$ cat config.mk
export PLATFORM = sky130hd
export DESIGN_NAME = rf_sequencer
export DESIGN_NICKNAME = d
export VERILOG_FILES = /design/src/rtl/rf_sequencer.sv
export SDC_FILE = /design/constraint.sdc
export NUM_CORES = 1
export LEC_CHECK = 0
export CORE_MARGIN = 1.5
export CORE_UTILIZATION = 38
export CTS_BUF_LIST = sky130_fd_sc_hd__clkbuf_2
export DETAILED_ROUTE_END_ITERATION = 16
export PLACE_DENSITY = 0.75
export SYNTH_ARGS = -nofsm -noshare
export SYNTH_HDL_FRONTEND = slang
export SYNTH_SLANG_ARGS = --single-unit
$ cat constraint.sdc
create_clock -name clock -period 1.8 [get_ports clock]
set_input_delay 0.36 -clock clock [delete_from_list [all_inputs] [get_ports clock]]
set_output_delay 0.36 -clock clock [all_outputs]
set_load 0.02 [all_outputs]
$ cat src/rtl/rf_sequencer.sv
// Multi-cycle instruction sequencer for the two-entry 4-bit register file.
// Fetches 10-bit words from an async-read ROM and drives RF/ALU controls.
module rf_sequencer (
   input  logic       clock,
   input  logic       reset,
   input  logic       start,
   input  logic [9:0] rom_data,
   output logic [3:0] rom_addr,
   output logic       SA,
   output logic       SB,
   output logic       DA,
   output logic       W,
   output logic       d_sel,
   output logic [3:0] imm,
   output logic [1:0] alu_op,
   output logic       busy,
   output logic       halted,
   output logic [7:0] instr_count
);

   typedef enum logic [2:0] {
      S_IDLE,
      S_FETCH,
      S_DECODE,
      S_EXEC,
      S_HALTED
   } state_t;

   localparam logic [2:0] OP_NOP  = 3'b000;
   localparam logic [2:0] OP_LDI  = 3'b001;
   localparam logic [2:0] OP_ADD  = 3'b010;
   localparam logic [2:0] OP_SUB  = 3'b011;
   localparam logic [2:0] OP_AND  = 3'b100;
   localparam logic [2:0] OP_OR   = 3'b101;
   localparam logic [2:0] OP_JMP  = 3'b110;
   localparam logic [2:0] OP_HALT = 3'b111;

   state_t     r_state, w_state_next;
   logic [3:0] r_pc, w_pc_next;
   logic [9:0] r_ir, w_ir_next;
   logic [7:0] r_count, w_count_next;

   logic [2:0] w_op;
   logic [2:0] w_op_minus2;
   logic       w_is_alu;
   logic [7:0] w_count_inc;

   assign w_op        = r_ir[9:7];
   assign w_op_minus2 = w_op - 3'd2;
   assign w_is_alu    = (w_op == OP_ADD) || (w_op == OP_SUB) ||
                        (w_op == OP_AND) || (w_op == OP_OR);
   // Retired-instruction counter sticks at 255 instead of wrapping.
   assign w_count_inc = (r_count == 8'hFF) ? r_count : r_count + 8'd1;

   always_ff @(posedge clock or posedge reset) begin
      if (reset) begin
         r_state <= S_IDLE;
         r_pc    <= 4'd0;
         r_ir    <= 10'd0;
         r_count <= 8'd0;
      end else begin
         r_state <= w_state_next;
         r_pc    <= w_pc_next;
         r_ir    <= w_ir_next;
         r_count <= w_count_next;
      end
   end

   always_comb begin
      w_state_next = r_state;
      w_pc_next    = r_pc;
      w_ir_next    = r_ir;
      w_count_next = r_count;
      case (r_state)
         S_IDLE: begin
            w_pc_next = 4'd0;
            if (start) begin
               w_state_next = S_FETCH;
               w_count_next = 8'd0;
            end
         end
         S_FETCH: begin
            w_ir_next    = rom_data;
            w_pc_next    = r_pc + 4'd1;
            w_state_next = S_DECODE;
         end
         S_DECODE: begin
            case (w_op)
               OP_NOP: begin
                  w_state_next = S_FETCH;
                  w_count_next = w_count_inc;
               end
               OP_JMP: begin
                  w_pc_next    = r_ir[3:0];
                  w_state_next = S_FETCH;
                  w_count_next = w_count_inc;
               end
               OP_HALT: begin
                  w_state_next = S_HALTED;
               end
               default: begin
                  w_state_next = S_EXEC;
                  w_count_next = w_count_inc;
               end
            endcase
         end
         S_EXEC: begin
            w_state_next = S_FETCH;
         end
         S_HALTED: begin
            if (start) begin
               w_pc_next    = 4'd0;
               w_count_next = 8'd0;
               w_state_next = S_FETCH;
            end
         end
         default: begin
            w_state_next = S_IDLE;
         end
      endcase
   end

   assign rom_addr    = r_pc;
   assign DA          = r_ir[6];
   assign SA          = r_ir[5];
   assign SB          = r_ir[4];
   assign imm         = r_ir[3:0];
   assign W           = (r_state == S_EXEC);
   assign d_sel       = w_is_alu;
   assign alu_op      = w_is_alu ? w_op_minus2[1:0] : 2'b00;
   assign busy        = (r_state == S_FETCH) || (r_state == S_DECODE) || (r_state == S_EXEC);
   assign halted      = (r_state == S_HALTED);
   assign instr_count = r_count;

   // LDI is the only non-ALU opcode that reaches EXEC; keeps the encoding self-documenting.
   logic w_unused_ldi;
   assign w_unused_ldi = (w_op == OP_LDI);

endmodule
==> flow_summary.ini <==
[outcome]
outcome = complete, no violations

[routing]
vias = 1273
firstDrtPassIters = 4
ant_nets = 0
wl_per_cell_um = 14.1
drc = 0
detail_route.vias_per_cell = 5.30
drt-total-wl_um = 3390
drtIter0Drc = 115

[global_routing]
use_met2_pct = 33.5
grt_max_degree = 26
grt_pass1_wl_um = 5800
gr-usage-met3_pct = 3.13
grt_usage_pct = 17.7
grt_overflow_total = 0
busiest_layer = met2
antenna_found_initial = 0
grt_util_met1_pct = 20.3
grt_pass1_vias = 1299

[final_layout]
fillers = 350
drive_above_1_share_pct = 30.2
syn2layout_area_growth_pct = 38.9
num_antenna_cells = 0
nets = 208
fin_cells = 240

[cts]
clock_sinks = 25
cts_made_buffers = 3
cts.path.max_buffers = 2
cts_max_level = 1
postCtsHoldBufs = 0
cts.clk_slew.worst_paths_ns = 0.23
cts_root_buffer = clkbuf_2
worstSkewPairLatency_ns = 0.36
cts_tree = built

[worst_setup_path]
worstPathCellList = buf_6 -> buf_4 -> or3b_4 -> nor3_1 -> a21oi_1 -> o21ai_0
crit_slowest_cell = or3b_4
start_kind = flip-flop
endpoint_kind = flip-flop
critical-path-max-stage-delay_ns = 0.51
critPathBufInv = 2
path_class = flip-flop to flip-flop
crit_required_ns = 2.10
cp_max_fo = 14
cp_top_family = simple AND/OR/NAND/NOR gates
crit_arrival_ns = 2.06

[floorplanning]
die_x_um = 64.6
chipHeight_um = 64.6
ios = 38
coreArea_um2 = 3660
rows = 22
fp.dieArea_um2 = 4170
initial_core_util_pct = 39.3

[timing]
fin_crit_ns = 1.76
fmax_mhz = 570
fin_crit_sh_pct = 97.5
setup-violations-final = 0
max_slew_margin_pct = 78.8
layout_setup_ws_ns = 0.0448
worstMarginPinSlew_ns = 0.318
drv_slew = 0
finalHoldViolCount = 0
skew_ns = 0.00188

[synth]
synth_edf_count = 0
syn_area_um2 = 1440
synth.ff_latch_count = 25
ys_warn_count = 0
synth_common_cells = dfrtp_1 (25), o21ai_0 (13), nor2_1 (9)
synthTopCellsByArea = dfrtp_1 (43%), mux2_4 (7.3%), o21ai_0 (4.5%)
syn_nets = 153
synth_top_cell_area_share_pct = 43.4
synth_cell_types = 49
syn-instance-count = 138
yosys.area.top_type = dfrtp_1
avgSynthCellArea_um2 = 10.4
synth.most_common_cell = dfrtp_1
async_flop_share_pct = 100
synth_ff_type = dfrtp_1
seq_area_frac_synth_pct = 43.4

[placed_design]
gp_congestion = 0.852
hpwl_um = 2430
numPortBuffers = 37
dp_cells = 225
place_ws_ns = -0.0573

[power_and_ir_drop]
pwr_density_cell_nw_per_um2 = 1790
leakagePower_nw = 0.993
netSwitchingPower_w = 0.00156
p_seq_share_pct = 28.5
p_total_w = 0.00359
power.switching_fraction_pct = 43.5
ir_drop_v = 0.000888
p_comb_share_pct = 65.1
p_int_w = 0.00203
pwr-share-clk_pct = 6.3

[worst_hold_path]
hp-class = primary input to async pin

[job]
drv_cap = 0
-- layout by cell type, fill, tap and decap left out, drive strengths merged, types with 3 or more instances in the layout --
| cell | instances |
|---|---|
| dfrtp | 25 |
| buf | 25 |
| o21ai | 13 |
| clkdlybuf4s50 | 13 |
| mux2 | 11 |
| dlygate4sd2 | 10 |
| nand2 | 9 |
| nor2 | 9 |
| dlymetal6s2s | 8 |
| nand3 | 7 |
| clkbuf | 6 |
| inv | 5 |
| a21oi | 5 |
| nor3 | 5 |
| nor2b | 3 |
| and3 | 3 |
| nor3b | 3 |
-- flip-flops by register name, summed over array words and instances (netlist names) --
register     count
r_state          3
instr_count      8
r_ir            10
rom_addr         4
-- power by group through the flow --
stage	Clock, W	Combinational, W	Sequential [W]
floorplan	0	0.00139	0.00116
global placement	0	0.00224	0.00105
detailed placement	0	0.00229	0.00106
CTS	0.000242	0.00230	0.00103
global route	0.000261	0.00253	0.00106
finish	0.000226	0.00234	0.00102
-- kinds of logic after synthesis --
| kind of cell | count (synthesis) | share of synthesized area [%] |
|---|---|---|
| AO/OA/AOI/OAI | 33 | 15.7 |
| AND/OR/NAND/NOR | 50 | 21.1 |
| multiplexers | 11 | 10.4 |
| flip-flops | 25 | 43.4 |
| buffers and inverters | 16 | 6.95 |
| XOR/XNOR | 1 | 0.608 |
| adder cells (fa/ha/maj) | 2 | 1.74 |
-- layer usage --
metal	vias to the layer above	wire, µm
met3	5	205
met1	624	1370
li1	600	-
met2	44	1780
met4	0	36
met5	-	0
-- worst reg2reg max path: stages (launching register included) --
cell	delay, ns
dfrtp_2	0.49
buf_6	0.13
buf_4	0.12
or3b_4	0.51
nor3_1	0.23
a21oi_1	0.07
o21ai_0	0.15
-- through the flow --
step	TNS (ns)	util, %	area [µm²]	hold WS (ns)
2_1_floorplan	0	-	1440	0.387
3_3_place_gp	-0.0198	51.5	1890	0.495
3_5_place_dp	-0.0619	51.5	1890	0.507
4_1_cts	0	53.3	1950	0.294
5_1_grt	-0.00881	54.6	2000	0.293
6_report	0	54.6	2000	0.299
-- worst paths after layout --
path	startpoint	end	slack, ns	cells after the start
hold reg to reg	instr_count[7]$_DFFE_PP0P_	instr_count[7]$_DFFE_PP0P_	0.54	1
setup reg to reg	r_state[1]$_DFFE_PP0P_	rom_addr[3]$_DFFE_PP0P_	0.04	6
min in group clock	instr_count[7]$_DFFE_PP0P_	instr_count[7]$_DFFE_PP0P_	0.54	1
max in group asynchronous	reset	instr_count[5]$_DFFE_PP0P_	1.24	3
setup / recovery	r_state[1]$_DFFE_PP0P_	rom_addr[3]$_DFFE_PP0P_	0.04	6
hold / removal	reset	instr_count[0]$_DFFE_PP0P_	0.30	3
-- area by class of cell --
class	instances	area, µm²	area share [%]
Multi-Input combinational cell	97	719	36.0
Sequential cell	25	629	31.5
Timing Repair Buffer	61	551	27.5
Tap cell	48	60.1	3.00
Inverter	5	18.8	0.938
Clock buffer	3	15.0	0.750
Clock inverter	1	7.51	0.375
-- repair_timing --
item | in CTS | in global routing
gates resized for setup | 27 | 17
pin swaps | 0 | 7
endpoints found under the setup margin | 20 | 19
buffers inserted | 6 | 5
Power figures use the tool's default switching activity.
